**config.mk**
```make
export PLATFORM = sky130hd
export DESIGN_NAME = seq_muldiv
export DESIGN_NICKNAME = d
export VERILOG_FILES = /design/src/rtl/alu_pkg.sv /design/src/rtl/addsub_w.sv /design/src/rtl/seq_muldiv.sv
export SDC_FILE = /design/constraint.sdc
export NUM_CORES = 1
export LEC_CHECK = 0
export BUFFER_PORTS_ARGS = -buffer_cell sky130_fd_sc_hd__buf_2
export CAP_MARGIN = 20
export CORE_MARGIN = 5
export CORE_UTILIZATION = 40
export DETAILED_ROUTE_END_ITERATION = 8
export SLEW_MARGIN = 20
export SYNTH_ARGS = -nofsm -noshare
export SYNTH_HDL_FRONTEND = slang
export SYNTH_HIERARCHICAL = 1
export SYNTH_SLANG_ARGS = --single-unit
```
**constraint.sdc**
```tcl
create_clock -name clk -period 8.3 [get_ports clk]
set_input_delay 1.66 -clock clk [delete_from_list [all_inputs] [get_ports clk]]
set_output_delay 1.66 -clock clk [all_outputs]
set_load 0.02 [all_outputs]
```
**src/rtl/alu_pkg.sv**
```systemverilog
// Shared ALU definitions: multiply/divide op encodings and the iterative unit's state enum.
package alu_pkg;

  localparam logic [1:0] OP_MULU = 2'b00;
  localparam logic [1:0] OP_MUL  = 2'b01;
  localparam logic [1:0] OP_DIVU = 2'b10;
  localparam logic [1:0] OP_DIV  = 2'b11;

  typedef enum logic [1:0] {
    IDLE = 2'd0,
    CALC = 2'd1,
    FIX  = 2'd2,
    DONE = 2'd3
  } state_t;

endpackage

```
**src/rtl/addsub_w.sv**
```systemverilog
// Parametrised adder/subtractor with carry-out; sub=1 computes a - b as a + ~b + 1.
module addsub_w #(
  parameter int DATA_W = 33
) (
  input  logic [DATA_W-1:0] a,
  input  logic [DATA_W-1:0] b,
  input  logic              sub,
  output logic [DATA_W-1:0] sum,
  output logic              cout
);

  logic [DATA_W-1:0] w_b_eff;

  assign w_b_eff = b ^ {DATA_W{sub}};
  // For subtraction, cout=1 means a >= b (no borrow).
  assign {cout, sum} = {1'b0, a} + {1'b0, w_b_eff} + {{DATA_W{1'b0}}, sub};

endmodule

```
**src/rtl/seq_muldiv.sv**
```systemverilog
// Iterative WIDTHxWIDTH multiply (shift-add) and WIDTH/WIDTH divide (restoring), signed
// and unsigned, with a start/busy/done handshake and fixed WIDTH+2 cycle latency.
module seq_muldiv
  import alu_pkg::*;
#(
  parameter int WIDTH = 32
) (
  input  logic             clk,
  input  logic             rst,
  input  logic             start,
  input  logic [1:0]       op,
  input  logic [WIDTH-1:0] a,
  input  logic [WIDTH-1:0] b,
  output logic             busy,
  output logic             done,
  output logic [WIDTH-1:0] result_lo,
  output logic [WIDTH-1:0] result_hi,
  output logic             div_by_zero
);

  localparam int              CNT_W    = $clog2(WIDTH);
  localparam logic [CNT_W-1:0] CNT_LAST = CNT_W'(WIDTH - 1);

  function automatic logic [WIDTH-1:0] neg_w(input logic [WIDTH-1:0] x);
    return ~x + WIDTH'(1);
  endfunction

  function automatic logic [2*WIDTH-1:0] neg_dw(input logic [2*WIDTH-1:0] x);
    return ~x + (2*WIDTH)'(1);
  endfunction

  state_t           r_state, w_state_nxt;
  logic [CNT_W-1:0] r_cnt;
  logic [1:0]       r_op;
  logic             r_neg_a, r_neg_b, r_bzero;
  logic [WIDTH-1:0] r_a_orig;
  logic [WIDTH-1:0] r_acc;   // product high half / partial remainder
  logic [WIDTH-1:0] r_q;     // multiplier shifting out / quotient shifting in
  logic [WIDTH-1:0] r_m;     // multiplicand or divisor magnitude

  logic             w_capture, w_sgn, w_is_div, w_cap_div;
  logic [WIDTH-1:0] w_mag_a, w_mag_b;
  logic [WIDTH:0]   w_as_a, w_as_b, w_sum;
  logic             w_as_sub, w_cout;
  logic [WIDTH-1:0] w_acc_nxt, w_q_nxt;
  logic [2*WIDTH-1:0] w_prod;

  always_comb begin
    w_state_nxt = r_state;
    busy        = 1'b0;
    done        = 1'b0;
    unique case (r_state)
      IDLE: if (start) w_state_nxt = CALC;
      CALC: begin
        busy = 1'b1;
        if (r_cnt == CNT_LAST) w_state_nxt = FIX;
      end
      FIX: begin
        busy        = 1'b1;
        w_state_nxt = DONE;
      end
      DONE: begin
        done        = 1'b1;
        w_state_nxt = start ? CALC : IDLE;
      end
      default: w_state_nxt = IDLE;
    endcase
  end

  assign w_capture = start && !rst && (r_state == IDLE || r_state == DONE);
  assign w_sgn     = (op == OP_MUL) || (op == OP_DIV);
  assign w_cap_div = (op == OP_DIVU) || (op == OP_DIV);
  assign w_is_div  = (r_op == OP_DIVU) || (r_op == OP_DIV);
  assign w_mag_a   = (w_sgn && a[WIDTH-1]) ? neg_w(a) : a;
  assign w_mag_b   = (w_sgn && b[WIDTH-1]) ? neg_w(b) : b;

  // Iteration step: accumulate for multiply, trial subtract of the shifted remainder for divide.
  always_comb begin
    if (w_is_div) begin
      w_as_a   = {r_acc, r_q[WIDTH-1]};
      w_as_b   = {1'b0, r_m};
      w_as_sub = 1'b1;
    end else begin
      w_as_a   = {1'b0, r_acc};
      w_as_b   = r_q[0] ? {1'b0, r_m} : '0;
      w_as_sub = 1'b0;
    end
  end

  addsub_w #(.DATA_W(WIDTH + 1)) u_addsub (
    .a    (w_as_a),
    .b    (w_as_b),
    .sub  (w_as_sub),
    .sum  (w_sum),
    .cout (w_cout)
  );

  always_comb begin
    if (w_is_div) begin
      if (w_cout) begin
        w_acc_nxt = w_sum[WIDTH-1:0];
        w_q_nxt   = {r_q[WIDTH-2:0], 1'b1};
      end else begin
        w_acc_nxt = {r_acc[WIDTH-2:0], r_q[WIDTH-1]};
        w_q_nxt   = {r_q[WIDTH-2:0], 1'b0};
      end
    end else begin
      w_acc_nxt = w_sum[WIDTH:1];
      w_q_nxt   = {w_sum[0], r_q[WIDTH-1:1]};
    end
  end

  assign w_prod = (r_neg_a ^ r_neg_b) ? neg_dw({r_acc, r_q}) : {r_acc, r_q};

  always_ff @(posedge clk) begin
    if (rst) begin
      r_state     <= IDLE;
      r_cnt       <= '0;
      result_lo   <= '0;
      result_hi   <= '0;
      div_by_zero <= 1'b0;
    end else begin
      r_state <= w_state_nxt;
      if (w_capture) begin
        r_cnt <= '0;
      end else if (r_state == CALC) begin
        r_cnt <= r_cnt + CNT_W'(1);
      end
      if (r_state == FIX) begin
        if (!w_is_div) begin
          {result_hi, result_lo} <= w_prod;
          div_by_zero            <= 1'b0;
        end else if (r_bzero) begin
          result_lo   <= '1;
          result_hi   <= r_a_orig;
          div_by_zero <= 1'b1;
        end else begin
          result_lo   <= (r_neg_a ^ r_neg_b) ? neg_w(r_q) : r_q;
          result_hi   <= r_neg_a ? neg_w(r_acc) : r_acc;
          div_by_zero <= 1'b0;
        end
      end
    end
  end

  // Operand datapath: loaded at capture, stepped during CALC; no reset needed.
  always_ff @(posedge clk) begin
    if (w_capture) begin
      r_op     <= op;
      r_neg_a  <= w_sgn & a[WIDTH-1];
      r_neg_b  <= w_sgn & b[WIDTH-1];
      r_a_orig <= a;
      r_bzero  <= (b == '0);
      r_acc    <= '0;
      r_m      <= w_cap_div ? w_mag_b : w_mag_a;
      r_q      <= w_cap_div ? w_mag_a : w_mag_b;
    end else if (r_state == CALC) begin
      r_acc <= w_acc_nxt;
      r_q   <= w_q_nxt;
    end
  end

endmodule

```
==> impl_metrics.tcl, run 1 <==
set metrics [dict create \
    clk_pin_slew_ns 0.06 \
    pre_cts_slack_ns 3.18 \
    yosysMostFrequentCell "nor2_1" \
    crit_chain "buf_12, mux2_2, ha_1, a21oi_1, o21ai_0, o21bai_1, or2_2, o21ai_4, nor2_1, or3_2, mux2i_1, a21oi_1, mux2i_1, nor2_1" \
    synth-edff-count 100 \
    dp.final_hpwl_um 43500 \
    antenna_found_initial 1 \
    post_cts_buffers 0 \
    hold_start "result_hi[29]" \
    yosys.area.top_type "edfxtp_1" \
    htreeDepth 1 \
    syn_area_per_cell_um2 8.53 \
    finalCritPeriodShare_pct 62.5 \
    min_period_ns 5.19 \
    grt_usage_pct 24.7 \
    rsz0062_at_grt "false" \
    whs_endpoint "result_hi[29]" \
    pwr-share-comb_pct 56.6 \
    critical_path_required_ns 8.68 \
    hp-class "reg -> reg" \
    cp-end-kind "flip-flop" \
    wl_per_cell_um 23.4 \
    cts_made_buffers 24 \
    relSlewSlack_pct 26.4 \
    r2r_end "r_acc[6]" \
    ant_nets 0 \
    nNetsFinal 2025 \
    drt_pass1_iterations 9 \
    num_io_pins 136 \
    max-cap-violations 0 \
    wirelength_um 57400 \
    finalSetupTns_ns 0 \
    max_slew.worst_pin.slew_ns 1.10 \
    place_area_um2 17000 \
    final_cell_area_um2 17700 \
    worstPathMaxFanout 143 \
    die_x_um 210 \
    synth_area_leaders "edfxtp_1 19%, dfxtp_1 13%, mux2i_1 8.4%" \
    path_buf_inv 1 \
    slew_viol_final 0 \
    syn_inst 1883 \
    fillerInstances 3916 \
    synth_common_cells "213 x nor2_1, 134 x mux2i_1, 123 x nand2_1" \
    p_clk_share_pct 14.1 \
    post_drt_via_cell_ratio 6.13 \
    multi_input_area_um2 10300 \
    vias 15100 \
    drt_iter0_drc 1721 \
    max-clock-path-buffers 3 \
    fin_skew_ns 0.0229 \
    async_flop_share_pct 0 \
    die_y_um 210 \
    io_buffers 135 \
    globalRoute.totalOverflow 0 \
    yosysTopAreaCellShare_pct 18.7 \
    critPathSlowestCell "or3_2" \
    rows 73 \
    finalWeightedCongestion 0.970 \
    ys.warnings.count 6 \
    setup_viol 0 \
    insertion_delay_ns 0.53 \
    post-route-drc-count 0 \
    cts.sinks 204 \
    initial_core_util_pct 40.4 \
    coreArea_um2 39700 \
    grt_pass1_wl_um 86500 \
    syn_area_um2 16100 \
    finalPower_uw 6990 \
    cp_slowest_stage_delay_ns 0.92 \
    grt_max_degree 144 \
    synth_seq_cells 204 \
    area_growth_syn_to_layout_pct 10.1 \
    switching_share_pct 49.0 \
    tritoncts "yes" \
    leakage_uw 0.00670 \
    postCtsHoldBufs 0 \
    hold_viol_final 0 \
    grt_pass1_vias 14000 \
    peakVddDrop_uv 132 \
    power_density_nw_per_um2 395 \
    layout-drive-gt1-share_pct 14.2 \
    p_sw_uw 3420 \
    worst_slack_ns 3.11 \
    ys.flop_type "dfxtp_1" \
    seqCellArea_um2 5080 \
    synth_fp_nets 1996 \
    post_cts_resized 0 \
    seqPwrFrac_pct 29.2 \
    outcome "completed" \
    reg2reg_slack_ns 3.11 \
    num_antenna_cells 0 \
    die_area_um2 44300 \
    fmax_ghz 0.193 \
    r2r_start "r_op[1]" \
    start_kind "flip-flop" \
    cts_root_buf "clkbuf_16" \
    holdPathStages 1 \
    yosysSeqAreaShare_pct 31.7 \
    p_int_uw 3570 \
    cpLargestDelayFamily "simple AND/OR/NAND/NOR gates" \
    crit_type "reg -> reg" \
    cp_data_arrival_time_ns 5.57 \
    rr_worst_depth 14 \
    synth.distinct_cells 98 \
]
[metal layers]
layer | vias up | wire length, um | track usage (%)
li1 | 7015 | - | -
met1 | 7204 | 25100 | 35.9
met2 | 749 | 25500 | 38.8
met3 | 86 | 5140 | 3.33
met4 | 0 | 1630 | 6.24
met5 | - | 0 | 0
[worst max-delay path by stage]
stage	start	end	slack [ns]	cells past startpoint
6_report	r_op[1]	r_acc[6]	3.11	14
5_1_grt	r_op[1]	r_acc[2]	2.79	15
4_1_cts	r_op[1]	r_acc[6]	3.17	14
3_5_place_dp	r_op[1]	r_acc[6]	3.18	14
3_3_place_gp	rst	r_q[3]	3.30	8
2_1_floorplan	rst	r_a_orig[0]	3.41	5
[through the flow]
stage / cells / utilization, % / hold slack (ns)
after CTS: 2455 / 44.5 / 0.477
after global placement: 2411 / 42.7 / 0.470
after floorplan: 1883 / - / 0.502
final: 2455 / 44.5 / 0.471
after global routing: 2455 / 44.5 / 0.491
after detailed placement: 2411 / 42.7 / 0.463
[worst register-to-register path: cells and delay by family, from the launching register on]
kind	cells	cell delay (ns)
compound gates	5	0.84
fa+ha+maj	1	0.40
buf+inv	1	0.61
flops	1	0.79
mux	3	1.05
simple gates	4	1.37
[cells in the final DEF, fill, tap and decap left out, types with 11 or more instances in the layout]
cell	Yosys	layout
a211oi_1	25	25
a21o_1	20	20
a21oi_1	119	119
a221oi_1	11	11
a311oi_1	11	11
a31oi_1	30	30
and2_1	14	14
and4_1	11	11
buf_2	11	135
buf_4	1	17
clkbuf_16	0	25
dfxtp_1	104	104
edfxtp_1	100	100
ha_1	43	41
inv_1	33	33
mux2_2	31	31
mux2i_1	134	134
nand2_1	123	123
nand2b_1	13	13
nand3_1	39	39
nand4_1	23	23
nor2_1	213	211
nor2b_1	43	43
nor3_1	52	52
nor4_1	25	24
o21ai_0	86	86
o21bai_1	12	12
o22ai_1	18	18
o31ai_1	15	15
o41ai_1	17	17
or3_1	20	19
or4_1	15	15
xnor2_1	76	75
xor2_1	98	97
[state kept, by name, summed over array words and instances (netlist names)]
signal / flops
r_a_orig: 32
r_acc: 32
r_m: 32
r_q: 32
result_hi: 32
result_lo: 32
r_cnt: 5
r_state: 2
div_by_zero: 1
r_bzero: 1
r_neg_a: 1
r_neg_b: 1
r_op: 1
[power groups by stage]
stage / sequential, uW / combinational [uW] / clock [uW]
2_1_floorplan: 1830 / 3000 / 0
3_3_place_gp: 2040 / 3860 / 0
3_5_place_dp: 2050 / 3900 / 0
4_1_cts: 2030 / 3920 / 1000
5_1_grt: 2080 / 4330 / 1040
6_report: 2040 / 3960 / 988
[layout make-up]
class	count	share of cell area [%]
repair buffers	153	4.66
multi-input cells	1493	58.0
inverters	36	0.778
clock inverters	12	0.368
flip-flops and latches	204	28.8
clock buffers	32	3.69
well taps	525	3.71
[kinds of logic after synthesis]
family,share of synthesized area [%]
AND/OR/NAND/NOR,20.7
AO/OA/AOI/OAI,19.3
flip-flops,31.7
buffers and inverters,4.71
XOR/XNOR,9.49
multiplexers,10.6
adder cells (fa/ha/maj),3.47
other,0.0233
Note: power is estimated with default switching activity, not from simulation.
==> run 2: changes to the inputs <==
==> constraint.sdc (replaced) <==
create_clock -name clk -period 5.4 [get_ports clk]
set_input_delay 1.08 -clock clk [delete_from_list [all_inputs] [get_ports clk]]
set_output_delay 1.08 -clock clk [all_outputs]
set_load 0.02 [all_outputs]
==> impl_metrics.tcl, run 2 (same netlist as run 1, synthesis figures left out) <==
set metrics [dict create \
    outcome "completed" \
    grt_max_degree 75 \
    drt_iter0_drc 1701 \
    place_area_um2 17100 \
    hp-class "reg -> reg" \
    cp_data_arrival_time_ns 5.38 \
    drt_pass1_iterations 6 \
    setup_viol 0 \
    globalRoute.totalOverflow 0 \
    finalCritPeriodShare_pct 92.1 \
    finalWeightedCongestion 0.971 \
    max_slew.worst_pin.slew_ns 1.15 \
    path_buf_inv 2 \
    pwr-share-comb_pct 55.7 \
    clk_pin_slew_ns 0.06 \
    die_x_um 210 \
    grt_pass1_wl_um 87200 \
    nNetsFinal 2037 \
    p_sw_uw 5350 \
    num_io_pins 136 \
    htreeDepth 1 \
    wirelength_um 58500 \
    vias 15200 \
    cts_root_buf "clkbuf_16" \
    fin_skew_ns 0.0217 \
    post_cts_buffers 0 \
    relSlewSlack_pct 23.3 \
    worst_hold_slack_ns 0.475 \
    finalSetupTns_ns 0 \
    hold_viol_final 0 \
    post_drt_via_cell_ratio 6.18 \
    grt_pass1_vias 14000 \
    reg2reg_slack_ns 0.43 \
    critical_path_required_ns 5.81 \
    leakage_uw 0.00686 \
    final_cell_mix "211 x nor2_1, 135 x buf_2, 134 x mux2i_1, 123 x nand2_1, 119 x a21oi_1" \
    power_density_nw_per_um2 622 \
    final_util_pct 45.3 \
    cts.sinks 204 \
    min_period_ns 4.97 \
    area_growth_syn_to_layout_pct 12.0 \
    max-clock-path-buffers 3 \
    peakVddDrop_uv 192 \
    slew_viol_final 0 \
    fmax_ghz 0.201 \
    cp_slowest_stage_delay_ns 0.91 \
    switching_share_pct 47.8 \
    die_y_um 210 \
    io_buffers 135 \
    final_cell_area_um2 18000 \
    rows 73 \
    p_clk_share_pct 16.6 \
    start_kind "flip-flop" \
    antenna_found_initial 2 \
    cpLargestDelayFamily "simple AND/OR/NAND/NOR gates" \
    initial_core_util_pct 40.4 \
    p_int_uw 5830 \
    layout_commonest_cell "nor2_1" \
    post-route-drc-count 0 \
    grt_usage_pct 25.0 \
    cts_made_buffers 25 \
    ant_nets 0 \
    max-cap-violations 0 \
    finalPower_uw 11200 \
    coreArea_um2 39700 \
    tritoncts "yes" \
    postCtsHoldBufs 0 \
    worstPathMaxFanout 74 \
    layout-drive-gt1-share_pct 15.2 \
    crit_type "reg -> reg" \
    dp.final_hpwl_um 44400 \
    post_cts_resized 0 \
    die_area_um2 44300 \
    crit_chain "buf_12, inv_1, nand2_1, nand2_1, ha_1, a21oi_1, o21ai_0, o21bai_1, or2_2, o21ai_4, nor2_1, or3_2, mux2i_1, a21oi_1, mux2i_1, nor2_1" \
    seqPwrFrac_pct 27.7 \
    wl_per_cell_um 23.7 \
    num_antenna_cells 0 \
    rsz0062_at_grt "false" \
    critPathSlowestCell "or3_2" \
    insertion_delay_ns 0.54 \
    cp-end-kind "flip-flop" \
]
-- run 2: through the flow --
stage,instances,worst slack (ns)
3_5_place_dp,2422,0.539
4_1_cts,2467,0.501
2_1_floorplan,1883,0.768
6_report,2467,0.429
3_3_place_gp,2422,0.588
5_1_grt,2467,0.142
-- run 2: cell type report --
| class | instances | area (um^2) |
|---|---|---|
| fillers | 3912 | 21700 |
| multi-input cells | 1493 | 10300 |
| flip-flops and latches | 204 | 5080 |
| repair buffers | 164 | 918 |
| clock buffers | 31 | 732 |
| well taps | 525 | 657 |
| clock inverters | 14 | 190 |
| inverters | 36 | 138 |
-- run 2: final timing paths --
| kind | start | end | depth (start not counted) |
|---|---|---|---|
| worst max-delay path | r_op[1] | r_acc[1] | 16 |
| worst min-delay path | result_hi[27] | result_hi[27] | 1 |
| worst max register to register | r_op[1] | r_acc[1] | 16 |
| worst min register to register | result_hi[27] | result_hi[27] | 1 |
-- run 2: power by group through the flow --
stage	registers, uW	logic [uW]	clock network, uW
floorplan	2820	4610	0
global placement	3080	6080	0
detailed placement	3090	6130	0
CTS	3070	6160	1890
global route	3140	6800	1950
finish	3090	6230	1860
-- run 2: metal layers --
layer	vias to the layer above	global-route usage, %	routed length [um]
li1	7035	-	-
met1	7328	36.4	25900
met2	777	39.0	25900
met3	103	3.84	5000
met4	4	6.77	1710
met5	-	0	18
